**config.mk**
```make
export PLATFORM = sky130hd
export DESIGN_NAME = opb_register_bank_simulink2ppc
export DESIGN_NICKNAME = d
export VERILOG_FILES = /design/src/rtl/opb_register_bank_simulink2ppc.sv
export SDC_FILE = /design/constraint.sdc
export NUM_CORES = 1
export LEC_CHECK = 0
export CORE_UTILIZATION = 47
export DETAILED_ROUTE_END_ITERATION = 10
export MAX_ROUTING_LAYER = met4
export PLACE_DENSITY = 0.8
export SETUP_SLACK_MARGIN = 0.3
export SLEW_MARGIN = 40
export SYNTH_ARGS = -nofsm -noshare
export SYNTH_HDL_FRONTEND = slang
export SYNTH_SLANG_ARGS = --single-unit
```
**constraint.sdc**
```tcl
create_clock -name OPB_Clk -period 5.65 [get_ports OPB_Clk]
set_input_delay 0.565 -clock OPB_Clk [delete_from_list [all_inputs] [get_ports OPB_Clk]]
set_output_delay 0.565 -clock OPB_Clk [all_outputs]
set_load 0.01 [all_outputs]
```
**src/rtl/opb_register_bank_simulink2ppc.sv**
```systemverilog
// rtl/opb_register_bank_simulink2ppc.sv - OPB slave register bank exposing captured user channels
// Offset 0 is control/status (arm bit, capture count); offsets 1..C_NUM_CH are channel words.
module opb_register_bank_simulink2ppc #(
  parameter logic [31:0] C_BASEADDR   = 32'h01008100,
  parameter logic [31:0] C_HIGHADDR   = 32'h010081FF,
  parameter int          C_OPB_AWIDTH = 32,
  parameter int          C_OPB_DWIDTH = 32,
  parameter int          C_NUM_CH     = 4,
  parameter int          C_DATA_WIDTH = 32,
  parameter int          C_MODE       = 0
) (
  input  logic                               OPB_Clk,
  input  logic                               OPB_Rst,
  input  logic [0:C_OPB_AWIDTH-1]            OPB_ABus,
  input  logic [0:C_OPB_DWIDTH/8-1]          OPB_BE,
  input  logic [0:C_OPB_DWIDTH-1]            OPB_DBus,
  input  logic                               OPB_RNW,
  input  logic                               OPB_select,
  input  logic                               OPB_seqAddr,
  output logic [0:C_OPB_DWIDTH-1]            Sl_DBus,
  output logic                               Sl_xferAck,
  output logic                               Sl_errAck,
  output logic                               Sl_retry,
  output logic                               Sl_toutSup,
  input  logic [C_NUM_CH*C_DATA_WIDTH-1:0]   user_data_in,
  input  logic                               user_valid,
  output logic                               snap_armed
);

  typedef enum logic [1:0] {S_IDLE, S_ACK, S_WAIT} state_t;

  state_t                            state_q;
  logic                              ack_q;
  logic [31:0]                       dbus_q;
  logic                              arm_req_q;
  logic                              armed_q;
  logic                              hold_q;
  logic [7:0]                        count_q;
  logic [C_NUM_CH*C_DATA_WIDTH-1:0]  ch_q;

  logic [31:0] addr;
  logic [31:0] diff;
  logic [29:0] offset;
  logic        in_range;
  logic        capture;
  logic        arm_hit;
  logic [31:0] rd_data_d;
  logic        unused_inputs;

  assign addr     = 32'(OPB_ABus);
  assign diff     = addr - C_BASEADDR;
  assign offset   = diff[31:2];
  assign in_range = (addr >= C_BASEADDR) && (addr <= C_HIGHADDR);

  assign capture = (C_MODE == 0) ? user_valid : (armed_q && user_valid);
  assign arm_hit = (C_MODE == 1) && !OPB_RNW && (offset == '0) &&
                   OPB_BE[C_OPB_DWIDTH/8-1] && OPB_DBus[C_OPB_DWIDTH-1];

  assign unused_inputs = &{1'b0, OPB_seqAddr, OPB_BE[0:C_OPB_DWIDTH/8-2],
                           OPB_DBus[0:C_OPB_DWIDTH-2], diff[1:0]};

  always_comb begin
    rd_data_d = '0;
    if (offset == '0) rd_data_d = {16'h0, count_q, 7'h0, armed_q};
    for (int k = 0; k < C_NUM_CH; k++) begin
      if (offset == 30'(k + 1)) rd_data_d = 32'(ch_q[k*C_DATA_WIDTH +: C_DATA_WIDTH]);
    end
  end

  // hold_q blocks a select left asserted across reset from starting a new transfer.
  always_ff @(posedge OPB_Clk or posedge OPB_Rst) begin
    if (OPB_Rst) begin
      state_q   <= S_IDLE;
      ack_q     <= 1'b0;
      dbus_q    <= '0;
      arm_req_q <= 1'b0;
      armed_q   <= 1'b0;
      hold_q    <= 1'b1;
      count_q   <= '0;
    end else begin
      if (!OPB_select) hold_q <= 1'b0;
      case (state_q)
        S_IDLE: begin
          if (OPB_select && in_range && !hold_q) begin
            state_q   <= S_ACK;
            ack_q     <= 1'b1;
            dbus_q    <= OPB_RNW ? rd_data_d : '0;
            arm_req_q <= arm_hit;
          end
        end
        S_ACK: begin
          state_q   <= S_WAIT;
          ack_q     <= 1'b0;
          dbus_q    <= '0;
          arm_req_q <= 1'b0;
        end
        S_WAIT: begin
          if (!OPB_select) state_q <= S_IDLE;
        end
        default: state_q <= S_IDLE;
      endcase
      // Arm takes effect after the ack cycle, so capture can never coincide with it.
      if (capture) begin
        armed_q <= 1'b0;
        count_q <= count_q + 8'd1;
      end else if (state_q == S_ACK && arm_req_q) begin
        armed_q <= 1'b1;
      end
    end
  end

  always_ff @(posedge OPB_Clk or posedge OPB_Rst) begin
    if (OPB_Rst) ch_q <= '0;
    else if (capture) ch_q <= user_data_in;
  end

  assign Sl_DBus    = dbus_q;
  assign Sl_xferAck = ack_q;
  assign Sl_errAck  = 1'b0;
  assign Sl_retry   = 1'b0;
  assign Sl_toutSup = 1'b0;
  assign snap_armed = armed_q;

endmodule

```
# Word-level counts from Yosys, hierarchy flattened
# Index checks and enable logic that the tools add are counted.
# word_totals
regBits	174
latchBits	0
ram_bits	0
rom_bits	0
inputBits	202
out_inout_bits	37
wordCells	48
mem_count	0
# op_classes
n_addsub	2
mul	0
n_div	0
n_lt_le_gt_ge	2
n_eq_ne	8
shift	0
muxes	17
n_bitwise	0
n_reduce_logical	11
# ops
cell	count
32-bit two-way mux	6
32-bit one-hot mux with 2 select lines	1
30-bit by 2-bit == test with 1-bit output, second input constant	2
32-bit by 25-bit >= comparator with 1-bit output, second input constant	1
32-bit by 25-bit <= comparator with 1-bit output, second input constant	1
32-bit by 25-bit subtractor with 32-bit output, second input constant	1
30-bit by 1-bit == test with 1-bit output, second input constant	1
30-bit by 3-bit == test with 1-bit output, second input constant	1
30-bit logical NOT	1
16-bit two-way mux	1
8-bit by 1-bit adder with 8-bit output, second input constant	1
2-bit one-hot mux with 3 select lines	1
1-bit logical AND	4
1-bit two-way mux	4
2-bit two-way mux	2
2-bit != test, second input constant	2
1-bit one-hot mux with 2 select lines	2
2-bit AND reduction	2
2-bit nonzero test	2
2-bit by 1-bit == test with 1-bit output, second input constant	1
2-bit == test, second input constant	1
2-bit logical NOT	1
1-bit logical NOT	1

# Longest topological paths before layout
# Gate-level depths: netlist of the first run.
# logic_depth
ltp_word	10
depth_mapped	7
depth_no_buf	6

# Least setup slack after synthesis of the first run
# OpenSTA, ideal clock, no wires.
# synth_timing
path_type	input -> register
start	in OPB_ABus[20] in the netlist's numbering
end	reg dbus_q[15] (netlist: Sl_DBus[16])
setup_ns	0.126
arrival_time_ns	2.107
required_time_ns	5.524
path_slack_ns	3.417
path_stages	7
path_buffers	1
cell_sequence	or4_1 > o41ai_1 > nand3_1 > o31a_1 > buf_1 > nor4_1 > o31ai_1
# synth_between
elab_chain_cells	10
elab_cells_between_ends	21
cone_classes	add/sub (1); order compare (2); eq/ne (5); mux (8); reduce/logical (5)
# synth_lines
item	line	text
start: declaration	14	input logic [0:C_OPB_AWIDTH-1] OPB_ABus,
32-bit by 25-bit subtractor with 32-bit output	51	assign diff = addr - C_BASEADDR;
30-bit logical NOT	64	if (offset == '0) rd_data_d = {16'h0, count_q, 7'h0, armed_q};
16-bit two-way mux	64	
32-bit two-way mux (4 in series)	66	if (offset == 30'(k + 1)) rd_data_d = 32'(ch_q[k*C_DATA_WIDTH +: C_DATA_WIDTH]);
32-bit two-way mux	87	dbus_q <= OPB_RNW ? rd_data_d : '0;
32-bit two-way mux	84	if (OPB_select && in_range && !hold_q) begin
32-bit one-hot mux with 2 select lines	82	case (state_q)
end signal: assignment	87	
end: declaration	34	logic [31:0] dbus_q;
# Parallel ways exist; a longest one is shown, timed or not. The select of a mux whose other input is x is not followed.
# A chain may end at the register's enable or synchronous reset.

# Final worst setup path of the first run
# layout_timing
start	in OPB_ABus[13] in the netlist's numbering
end	reg dbus_q[0] (netlist: Sl_DBus[31])
# Same word-level chain as after synthesis.

==> run_results.csv, run 1 <==
group,metric,value,unit
status,outcome,"finished, final reports clean",
sta,finalCritPeriodShare,0.5195,
worst_setup_path,worstReg2RegStart,"hold_q$_DFFE_PP1N_",
placed_design,post-place-ws,2.089,ns
worst_setup_path,crit_cells,7,
worst_setup_path,crit_end,"Sl_DBus[31]$_DFFE_PP0P_",
cts,cts_resized,0,
global_route,grt_use_met1,0.2899,
cts,clockRootBuffer,"clkbuf_16",
sta,finalHoldViolations,0,
worst_setup_path,r2r_end,"Sl_DBus[22]$_DFFE_PP0P_",
cells_and_area,drive_gt1_frac,0.2467,
cells_and_area,syn_to_final_growth,34.94,%
yosys,synth_seq_cells,173,
floorplan,ios,239,
global_route,use_met3,0.05578,
sta,slew_violations,0,
sta,fmax,340.7,MHz
sta,setup_ws,2.715,ns
detailed_routing,remaining_drc_errors,0,
floorplan,die_area,0.01705,mm^2
placed_design,gp_congestion,0.8524,
global_route,top_usage_layer,"met2",
sta,setup_viol,0,
worst_setup_path,startpoint_type,"input pin",
cts,clock_latency,0.43,ns
cells_and_area,final_common_cell,"clkdlybuf4s50_1",
placed_design,place_area,0.009894,mm^2
sta,whs,0.4818,ns
yosys,async_flop_share,1.000,
placed_design,port-buffer-count,196,
worst_setup_path,max_stage_delay,0.60,ns
worst_setup_path,crit_arrival,3.23,ns
cts,holdBufCountCts,0,
floorplan,die_h,130.6,um
pwr,peakVddDrop,0.2146,mV
detailed_routing,ant_nets,0,
global_route,antenna_found_initial,0,
cts,cts_tree,"built",
detailed_routing,wl,19.80,mm
yosys,ys_seq_area_frac,0.5572,
detailed_routing,vias_per_cell,5.563,
cts,cts.clk_slew.worst_paths,0.06,ns
sta,fin_crit,2.935,ns
floorplan,core,0.01600,mm^2
worst_setup_path,critical_path.endpoint_type,"register",
global_route,met2_usage,0.4220,
cts,numCtsBuffers,17,
global_route,grt_max_degree,128,
detailed_routing,firstDrtPassIters,4,
detailed_routing,wl_per_cell,18.98,um
cts,cts_buffer_depth,2,
placed_design,hpwl,13.77,mm
floorplan,die_width,130.6,um
global_route,track_usage,0.2487,
pwr,power_density,287.6,mW/mm^2
worst_setup_path,reg2reg_depth,6,
cells_and_area,nFillCells,1245,
worst_setup_path,slowest_stage,"nor4_1",
global_route,grt_pass1_wl,30.88,mm
pwr,cellLeakagePower,4.271,nW
yosys,synthesis.area,0.007771,mm^2
sta,slew_headroom,0.4724,
yosys,yosysWarnings,0,
yosys,synthCells,634,
cells_and_area,final_cell_mix,"clkdlybuf4s50_1, dfrtp_1, mux2_2, nor2_1, nand2_1",
yosys,ys_types,47,
sta,tightest_slew,0.7915,ns
worst_setup_path,rrSetupSlack,3.27,ns
cells_and_area,diodes,0,
global_route,grt_pass1_vias,5993,
detailed_routing,via_count,5802,
worst_setup_path,worstPathRequired,5.94,ns
worst_setup_path,critPathBufInv,1,
worst_setup_path,path_class,"input pin to register",
worst_setup_path,crit_chain,"clkdlybuf4s50_1, nor4_4, o211ai_1, nor4_1, o2111ai_1, nor4_1, o31ai_1",
worst_setup_path,cp-startpoint,"OPB_ABus[13]",
floorplan,rows,46,
yosys,avgSynthCellArea,12.26,um^2
worst_setup_path,crit_family,"simple AND/OR/NAND/NOR gates",
worst_setup_path,critPathMaxFanout,9,
cells_and_area,final_cell_area,0.01049,mm^2
detailed_routing,initialDrtViolationCount,311,
global_route,grt.overflow.total,0,
sta,rsz0062_at_grt,"false",
yosys,synth_edf_count,0,
sta,clock_skew,0.009239,ns
cells_and_area,nNetsFinal,1017,
sta,setup_tns,0,ns
cells_and_area,final_util,0.6554,
flow_run,maxCapViolations,0,
floorplan,initial_core_util,0.4857,
cts,htree_levels,4,
yosys,ys.flop_type,"dfrtp_1",
worst_setup_path,cp_common_cell,"nor4_1",
cts,cts_num_sinks,173,
cts,postCtsSetupRepairBufs,0,
hold_path,worst_hold_path_type,"register to register",
-- final cells by class --
type,instances,area [um^2],share of cell area
sequential,173,4330,0.4130
multi-input combinational,416,3277,0.3125
clock inverter,14,135.1,0.01289
clock buffer,18,439.2,0.04188
inverter,3,23.77,0.002267
timing repair buffer,203,2011,0.1917
tap,216,270.3,0.02577
-- worst min-delay path by stage --
stage,startpoint,to,slack (ns),depth (start not counted)
6_report,Sl_DBus[14]$_DFFE_PP0P_,Sl_DBus[14]$_DFFE_PP0P_,0.48,2
3_5_place_dp,Sl_DBus[15]$_DFFE_PP0P_,Sl_DBus[15]$_DFFE_PP0P_,0.47,2
2_1_floorplan,count_q[7]$_DFFE_PP0P_,count_q[7]$_DFFE_PP0P_,0.45,1
3_3_place_gp,Sl_xferAck$_DFFE_PP0P_,Sl_xferAck$_DFFE_PP0P_,0.46,1
5_1_grt,Sl_xferAck$_DFFE_PP0P_,Sl_xferAck$_DFFE_PP0P_,0.50,1
4_1_cts,Sl_DBus[14]$_DFFE_PP0P_,Sl_DBus[14]$_DFFE_PP0P_,0.48,2
-- per-stage QoR --
stage                     total power [mW]  std cells
after CTS                            3.032       1043
after global placement               1.869       1011
final                                3.015       1043
after global routing                 3.142       1043
after floorplan                      1.698        636
after detailed placement             1.896       1011
-- synthesized netlist by cell type (9+ instances only) --
library cell,count,area [um^2]
mux2i_1,10,100.1
o31ai_1,10,75.07
dfrtp_1,172,4304
nor2_1,47,176.4
nand2_1,40,150.1
o21ai_0,24,120.1
o22a_1,9,78.83
nor4_1,14,87.58
a21oi_1,34,170.2
clkbuf_1,35,131.4
a22oi_1,23,172.7
mux2_2,152,1712
-- worst register-to-register path: stages (launching register included) --
cell and delay, ns:
dfstp_2 0.37, nor4b_1 0.23, nand4_1 0.16, or4_1 0.45, nor3_2 0.19, nand4_4 0.43
o31ai_1 0.45
-- routing by layer --
layer | vias up | part of all wire
met5 | - | 0
met4 | 0 | 0.025
met3 | 37 | 0.056
met2 | 196 | 0.51
met1 | 2929 | 0.41
li1 | 2640 | -
-- power breakdown --
group          leakage [nW]  internal, mW  switching [mW]
Combinational          1.89         0.261           0.180
Sequential             2.11          1.35          0.0797
Clock                 0.276         0.627           0.512
-- cell families (layout without fill, tap and decap cells) --
| family | Yosys count | count (layout) | synth area share |
|---|---|---|---|
| muxes | 162 | 162 | 0.2331 |
| adders and majority gates | 1 | 1 | 0.001610 |
| buffers and inverters | 47 | 238 | 0.02528 |
| AOI/OAI and AO/OA | 113 | 113 | 0.09226 |
| DFF | 173 | 173 | 0.5572 |
| other | 1 | 3 | 0.0004826 |
| and+or+nand+nor | 129 | 129 | 0.08098 |
| xor gates and xnor gates | 8 | 8 | 0.009015 |
-- state kept, by name (all words and copies together) (netlist names) --
signal / cells
ch_q: 128
hold_q: 1
Sl_xferAck: 1
count_q: 8
state_q: 2
snap_armed: 1
Sl_DBus: 32
No activity file was read; power rests on OpenSTA's default activity.
==> inputs of run 2 (changes only) <==
--- a/config.mk
+++ b/config.mk
@@ -5,10 +5,10 @@
 export SDC_FILE = /design/constraint.sdc
 export NUM_CORES = 1
 export LEC_CHECK = 0
-export CORE_UTILIZATION = 47
+export CORE_UTILIZATION = 43
 export DETAILED_ROUTE_END_ITERATION = 10
 export MAX_ROUTING_LAYER = met4
-export PLACE_DENSITY = 0.8
+export PLACE_DENSITY = 0.77
 export SETUP_SLACK_MARGIN = 0.3
 export SLEW_MARGIN = 40
 export SYNTH_ARGS = -nofsm -noshare
==> constraint.sdc (replaced) <==
create_clock -name OPB_Clk -period 2.5 [get_ports OPB_Clk]
set_input_delay 0.25 -clock OPB_Clk [delete_from_list [all_inputs] [get_ports OPB_Clk]]
set_output_delay 0.25 -clock OPB_Clk [all_outputs]
set_load 0.01 [all_outputs]
==> run 2 against run 1 <==
Core utilization down 2.9 points. Setup slack worse by 2.3 ns. Count of clock-buffer cells in the layout down 1. Cell area up 4.3%. Hold slack worse by 0.28 ns. Global-route usage down 2.5 points. Routed wire length down 1.2%. Sequential share of layout area down 1.7 points. Sequential cell count unchanged. Clock power rose to 2.6 times the previous value. Final cell count up 4.1%. Critical path depth up 1. Critical path type unchanged.
==> run_results.csv, run 2 (synthesis results as in run 1) <==
group,metric,value,unit
floorplan,die_area,0.01861,mm^2
floorplan,initial_core_util,0.4447,
sta,tightest_slew,0.6930,ns
pwr,peakVddDrop,0.4808,mV
cts,clockRootBuffer,"clkbuf_16",
worst_setup_path,critPathMaxFanout,9,
sta,fmax,476.5,MHz
sta,rsz0062_at_grt,"false",
floorplan,core,0.01748,mm^2
cells_and_area,largest_reg_flops,128,
global_route,grt_max_degree,64,
sta,slew_headroom,0.5370,
sta,finalCritPeriodShare,0.8395,
worst_setup_path,crit_family,"simple AND/OR/NAND/NOR gates",
cells_and_area,nNetsFinal,1049,
worst_setup_path,path_class,"input pin to register",
detailed_routing,top_layer,"met4",
status,outcome,"finished, final reports clean",
placed_design,port-buffer-count,196,
floorplan,ios,239,
sta,finalHoldViolations,0,
cts,htree_levels,4,
detailed_routing,wl_per_cell,18.00,um
cells_and_area,final_cell_mix,"clkdlybuf4s50_1, dfrtp_1, mux2_2, nor2_1, nand2_1",
detailed_routing,via_count,5733,
detailed_routing,wl_met3,1.127,mm
cells_and_area,final_common_cell,"clkdlybuf4s50_1",
global_route,antenna_found_initial,2,
placed_design,gp_congestion,0.8809,
cells_and_area,top_register,"ch_q",
hold_path,worst_hold_path_type,"input pin to asynchronous set/reset pin",
detailed_routing,remaining_drc_errors,0,
pwr,power_density,659.1,mW/mm^2
sta,clock_skew,0.01224,ns
detailed_routing,firstDrtPassIters,4,
worst_setup_path,critPathBufInv,2,
detailed_routing,wl,19.55,mm
worst_setup_path,worstPathRequired,2.81,ns
detailed_routing,initialDrtViolationCount,233,
placed_design,hpwl,13.63,mm
cells_and_area,drive_gt1_frac,0.2864,
global_route,track_usage,0.2232,
sta,fin_crit,2.099,ns
detailed_routing,routed-wl-met2,9.600,mm
global_route,grt_pass1_wl,30.39,mm
cts,clock_latency,0.43,ns
worst_setup_path,max_stage_delay,0.60,ns
global_route,grt.overflow.total,0,
worst_setup_path,critical_path.endpoint_type,"register",
floorplan,rows,48,
cts,cts_buffer_depth,2,
pwr,cellLeakagePower,4.502,nW
global_route,grt_pass1_vias,5767,
cts,cts_num_sinks,173,
sta,slew_violations,0,
flow_run,maxCapViolations,0,
worst_setup_path,startpoint_type,"input pin",
worst_setup_path,crit_arrival,2.41,ns
cts,numCtsBuffers,17,
floorplan,die_width,136.4,um
worst_setup_path,slowest_stage,"or4_1",
detailed_routing,wl_met1,8.529,mm
pwr,total_power,7.211,mW
detailed_routing,ant_nets,0,
worst_setup_path,crit_chain,"clkdlybuf4s50_1, or4_1, o41ai_2, buf_4, nand3_1, o31a_1, nor4_1, o31ai_1",
sta,setup_viol,0,
floorplan,die_h,136.4,um
cts,cts_tree,"built",
cells_and_area,syn_to_final_growth,40.80,%
detailed_routing,vias_per_cell,5.279,
sta,setup_tns,0,ns
cts,cts.clk_slew.worst_paths,0.07,ns
[run 2: cell types whose count changed in the layout (fill, tap and decap cells not counted), moves of 2 or more]
| cell | delta |
|---|---|
| clkinvlp_4 | -2 |
| bufinv_16 | +4 |
| nor4_1 | -4 |
| nor4_2 | +3 |
| buf_4 | +25 |
| buf_12 | +5 |
| clkinv_4 | -2 |
| diode_2 | +2 |
[run 2: worst paths after layout]
check / slack [ns] / from / endpoint / depth (start not counted)
max in group asynchronous: 1.63 / OPB_Rst / ch_q[89]$_DFFE_PP0P_ / 3
worst min register to register: 0.48 / Sl_xferAck$_DFFE_PP0P_ / Sl_xferAck$_DFFE_PP0P_ / 1
worst max-delay path: 0.40 / OPB_ABus[21] / Sl_DBus[22]$_DFFE_PP0P_ / 8
worst min-delay path: 0.20 / OPB_Rst / ch_q[127]$_DFFE_PP0P_ / 2
worst max register to register: 0.51 / hold_q$_DFFE_PP1N_ / Sl_DBus[23]$_DFFE_PP0P_ / 7
min in group OPB_Clk: 0.26 / user_valid / snap_armed$_DFFE_PP0P_ / 2
[run 2: metrics by stage]
stage	std cells	utilization	hold WS (ns)	area (um^2)	setup slack [ns]
after floorplan	636	-	0.3749	7782	0.04014
after global placement	1048	0.5823	0.4589	10180	-0.1081
after detailed placement	1049	0.5831	0.4679	10190	-0.1419
after CTS	1081	0.6206	0.1944	10850	0.3082
after global routing	1086	0.6261	0.2481	10940	0.2745
final	1086	0.6261	0.1972	10940	0.4012
[run 2: where the power goes]
group	internal, mW	switching [mW]	leakage (nW)	total [mW]
Clock	1.79	1.15	0.325	2.94
Sequential	3.06	0.177	2.11	3.24
Combinational	0.625	0.405	2.07	1.03
Total	5.48	1.73	4.50	7.21
[run 2: timing repair]
item,in CTS,in global routing
setup buffers,0,2
endpoints found under the hold margin,0,0
gates resized for setup,0,10
hold buffers,0,0
endpoints found under the setup margin,0,29
[run 2: layer usage]
layer  GRT usage  vias up
met5           -        -
met4     0.08025        0
met3     0.04959       19
met2      0.3525      163
met1      0.2813     2825
li1            -     2726
[run 2: layout make-up]
| class | instances | area [um^2] |
|---|---|---|
| Multi-Input combinational cell | 417 | 3347 |
| Fill cell | 1375 | 6535 |
| Inverter | 3 | 15.01 |
| Antenna cell | 2 | 5.005 |
| Timing Repair Buffer | 234 | 2308 |
| Tap cell | 225 | 281.5 |
| Sequential cell | 173 | 4330 |
| Clock inverter | 15 | 229.0 |
| Clock buffer | 17 | 425.4 |
[run 2: worst register-to-register path: stages, from the launching register on]
cell and delay, ns:
dfstp_2 0.37, nor4b_2 0.21, nand4_1 0.15, or4_1 0.44
nor3_2 0.15, nand4_2 0.15, buf_12 0.20, o31ai_1 0.24
==> inputs of run 3 (changes only) <==
==> constraint.sdc (replaced) <==
create_clock -name OPB_Clk -period 1.9 [get_ports OPB_Clk]
set_input_delay 0.19 -clock OPB_Clk [delete_from_list [all_inputs] [get_ports OPB_Clk]]
set_output_delay 0.19 -clock OPB_Clk [all_outputs]
set_load 0.01 [all_outputs]
==> run 3 against run 2 <==
The run now ends with negative setup slack left. Global-route usage increased by 0.76 points. Total power grew 27%. Cell area rose by 3.5%. Critical path type is now register to register. Largest cell class unchanged. Highest routed layer unchanged.
==> run_results.csv, run 3 (synthesis results as in run 1) <==
group,metric,value,unit
status,outcome,"finished, violations left",
status,violations,"negative setup slack",
floorplan,core,0.01748,mm^2
placed_design,port-buffer-count,196,
sta,tightest_slew,0.7170,ns
worst_setup_path,critical_path.endpoint_type,"register",
sta,setup_ws,-0.1465,ns
sta,clock_skew,0.009357,ns
sta,slew_violations,0,
global_route,track_usage,0.2309,
worst_setup_path,crit_chain,"nor4b_4, nand4_1, or4_4, nor3_4, nand4_4, buf_6, o31ai_1",
worst_setup_path,worstPathRequired,2.22,ns
worst_setup_path,slowest_stage,"or4_4",
placed_design,post-place-ws,-0.6184,ns
sta,fin_crit,2.046,ns
cts,clockRootBuffer,"clkbuf_16",
cells_and_area,drive_gt1_frac,0.3292,
global_route,grt_max_degree,79,
worst_setup_path,crit_arrival,2.36,ns
detailed_routing,firstDrtPassIters,4,
cells_and_area,top_register,"ch_q",
global_route,antenna_found_initial,0,
global_route,grt.overflow.total,0,
cts,cts_buffer_depth,2,
global_route,grt_pass1_vias,6168,
cells_and_area,final_common_cell,"clkdlybuf4s50_1",
flow_run,maxCapViolations,0,
cts,clock_latency,0.43,ns
pwr,total_power,9.186,mW
detailed_routing,wl,20.48,mm
sta,rsz0062_at_grt,"true",
cts,htree_levels,4,
placed_design,gp_congestion,0.8309,
worst_setup_path,critPathMaxFanout,5,
floorplan,rows,48,
cells_and_area,largest_reg_flops,128,
detailed_routing,initialDrtViolationCount,284,
cells_and_area,syn_to_final_growth,45.71,%
sta,slew_headroom,0.5210,
sta,setup_tns,-1.333,ns
worst_setup_path,startpoint_type,"register",
cells_and_area,nNetsFinal,1068,
placed_design,place_area,0.01039,mm^2
pwr,cellLeakagePower,4.668,nW
sta,finalCritPeriodShare,1.077,
detailed_routing,via_count,5973,
worst_setup_path,crit_cells,7,
placed_design,hpwl,14.02,mm
floorplan,die_area,0.01861,mm^2
detailed_routing,remaining_drc_errors,0,
floorplan,die_width,136.4,um
sta,fmax,488.6,MHz
cts,numCtsBuffers,17,
worst_setup_path,reg2reg_depth,7,
pwr,peakVddDrop,0.5924,mV
pwr,power_density,811.3,mW/mm^2
cts,cts.clk_slew.worst_paths,0.07,ns
worst_setup_path,critPathBufInv,1,
sta,setup_viol,32,
cts,cts_tree,"built",
worst_setup_path,path_class,"register to register",
floorplan,die_h,136.4,um
floorplan,ios,239,
sta,finalHoldViolations,0,
detailed_routing,vias_per_cell,5.415,
cells_and_area,final_cell_mix,"clkdlybuf4s50_1, dfrtp_1, mux2_2, nor2_1, buf_4",
worst_setup_path,max_stage_delay,0.45,ns
floorplan,initial_core_util,0.4447,
worst_setup_path,crit_family,"simple AND/OR/NAND/NOR gates",
cells_and_area,final_cell_area,0.01132,mm^2
hold_path,worst_hold_path_type,"input pin to asynchronous set/reset pin",
detailed_routing,wl_per_cell,18.57,um
cts,cts_num_sinks,173,
cells_and_area,diodes,0,
global_route,grt_pass1_wl,31.64,mm
detailed_routing,ant_nets,0,
-- run 3: cell types whose count changed in the layout (fill, tap and decap cells not counted), sizes merged, moves of 3 or more --
cell / change
buf: +17
bufinv: -3
clkdlybuf4s50: -6
dlygate4sd2: +3
dlymetal6s2s: +4
-- run 3: report_power, final --
part / leakage (nW) / switching (mW) / internal (mW)
Sequential: 2.11 / 0.240 / 4.03
Combinational: 2.26 / 0.579 / 0.857
Clock: 0.295 / 1.47 / 2.01
Total: 4.67 / 2.29 / 6.90
-- run 3: worst reg2reg max path: stages, from the launching register on --
cell	delay, ns
dfstp_2	0.38
nor4b_4	0.19
nand4_1	0.16
or4_4	0.45
nor3_4	0.16
nand4_4	0.15
buf_6	0.17
o31ai_1	0.27
-- run 3: final timing paths --
check / startpoint / endpoint / slack [ns]
max in group asynchronous: OPB_Rst / ch_q[48]$_DFFE_PP0P_ / 1.19
setup / recovery: hold_q$_DFFE_PP1N_ / Sl_DBus[16]$_DFFE_PP0P_ / -0.15
hold / removal: OPB_Rst / Sl_DBus[4]$_DFFE_PP0P_ / 0.04
min in group OPB_Clk: user_valid / snap_armed$_DFFE_PP0P_ / 0.10
hold reg to reg: count_q[7]$_DFFE_PP0P_ / count_q[7]$_DFFE_PP0P_ / 0.48
setup reg to reg: hold_q$_DFFE_PP1N_ / Sl_DBus[16]$_DFFE_PP0P_ / -0.15
-- run 3: area by class of cell --
type	instances	area, um^2
fill	1329	6153
sequential	173	4330
multi-input combinational	418	3603
timing repair buffer	252	2505
clock buffer	19	452.9
tap	225	281.5
clock inverter	13	135.1
inverter	3	15.01
-- run 3: per-layer routing --
metal	share of wire	up-vias	GRT usage	routed length, um
met5	0	-	-	0
met4	0.024	0	0.08395	499
met3	0.057	39	0.04661	1169
met2	0.50	190	0.3669	10150
met1	0.42	2983	0.2915	8663
li1	-	2761	-	-
-- run 3: timing repair --
action | 4_1_cts | 5_1_grt
setup buffers | 3 | 0
gates resized for setup | 25 | 30
hold buffers | 0 | 0
gates cloned | 1 | 2
pin swaps | 5 | 10
setup endpoints to repair | 33 | 34
-- run 3: per-stage QoR --
| step | utilization | hold slack (ns) | std cells |
|---|---|---|---|
| after global routing | 0.6479 | 0.05938 | 1103 |
| final | 0.6479 | 0.04136 | 1103 |
| after global placement | 0.5946 | 0.4642 | 1065 |
| after floorplan | - | 0.3149 | 636 |
| after CTS | 0.6379 | 0.04259 | 1101 |
| after detailed placement | 0.5946 | 0.4632 | 1065 |
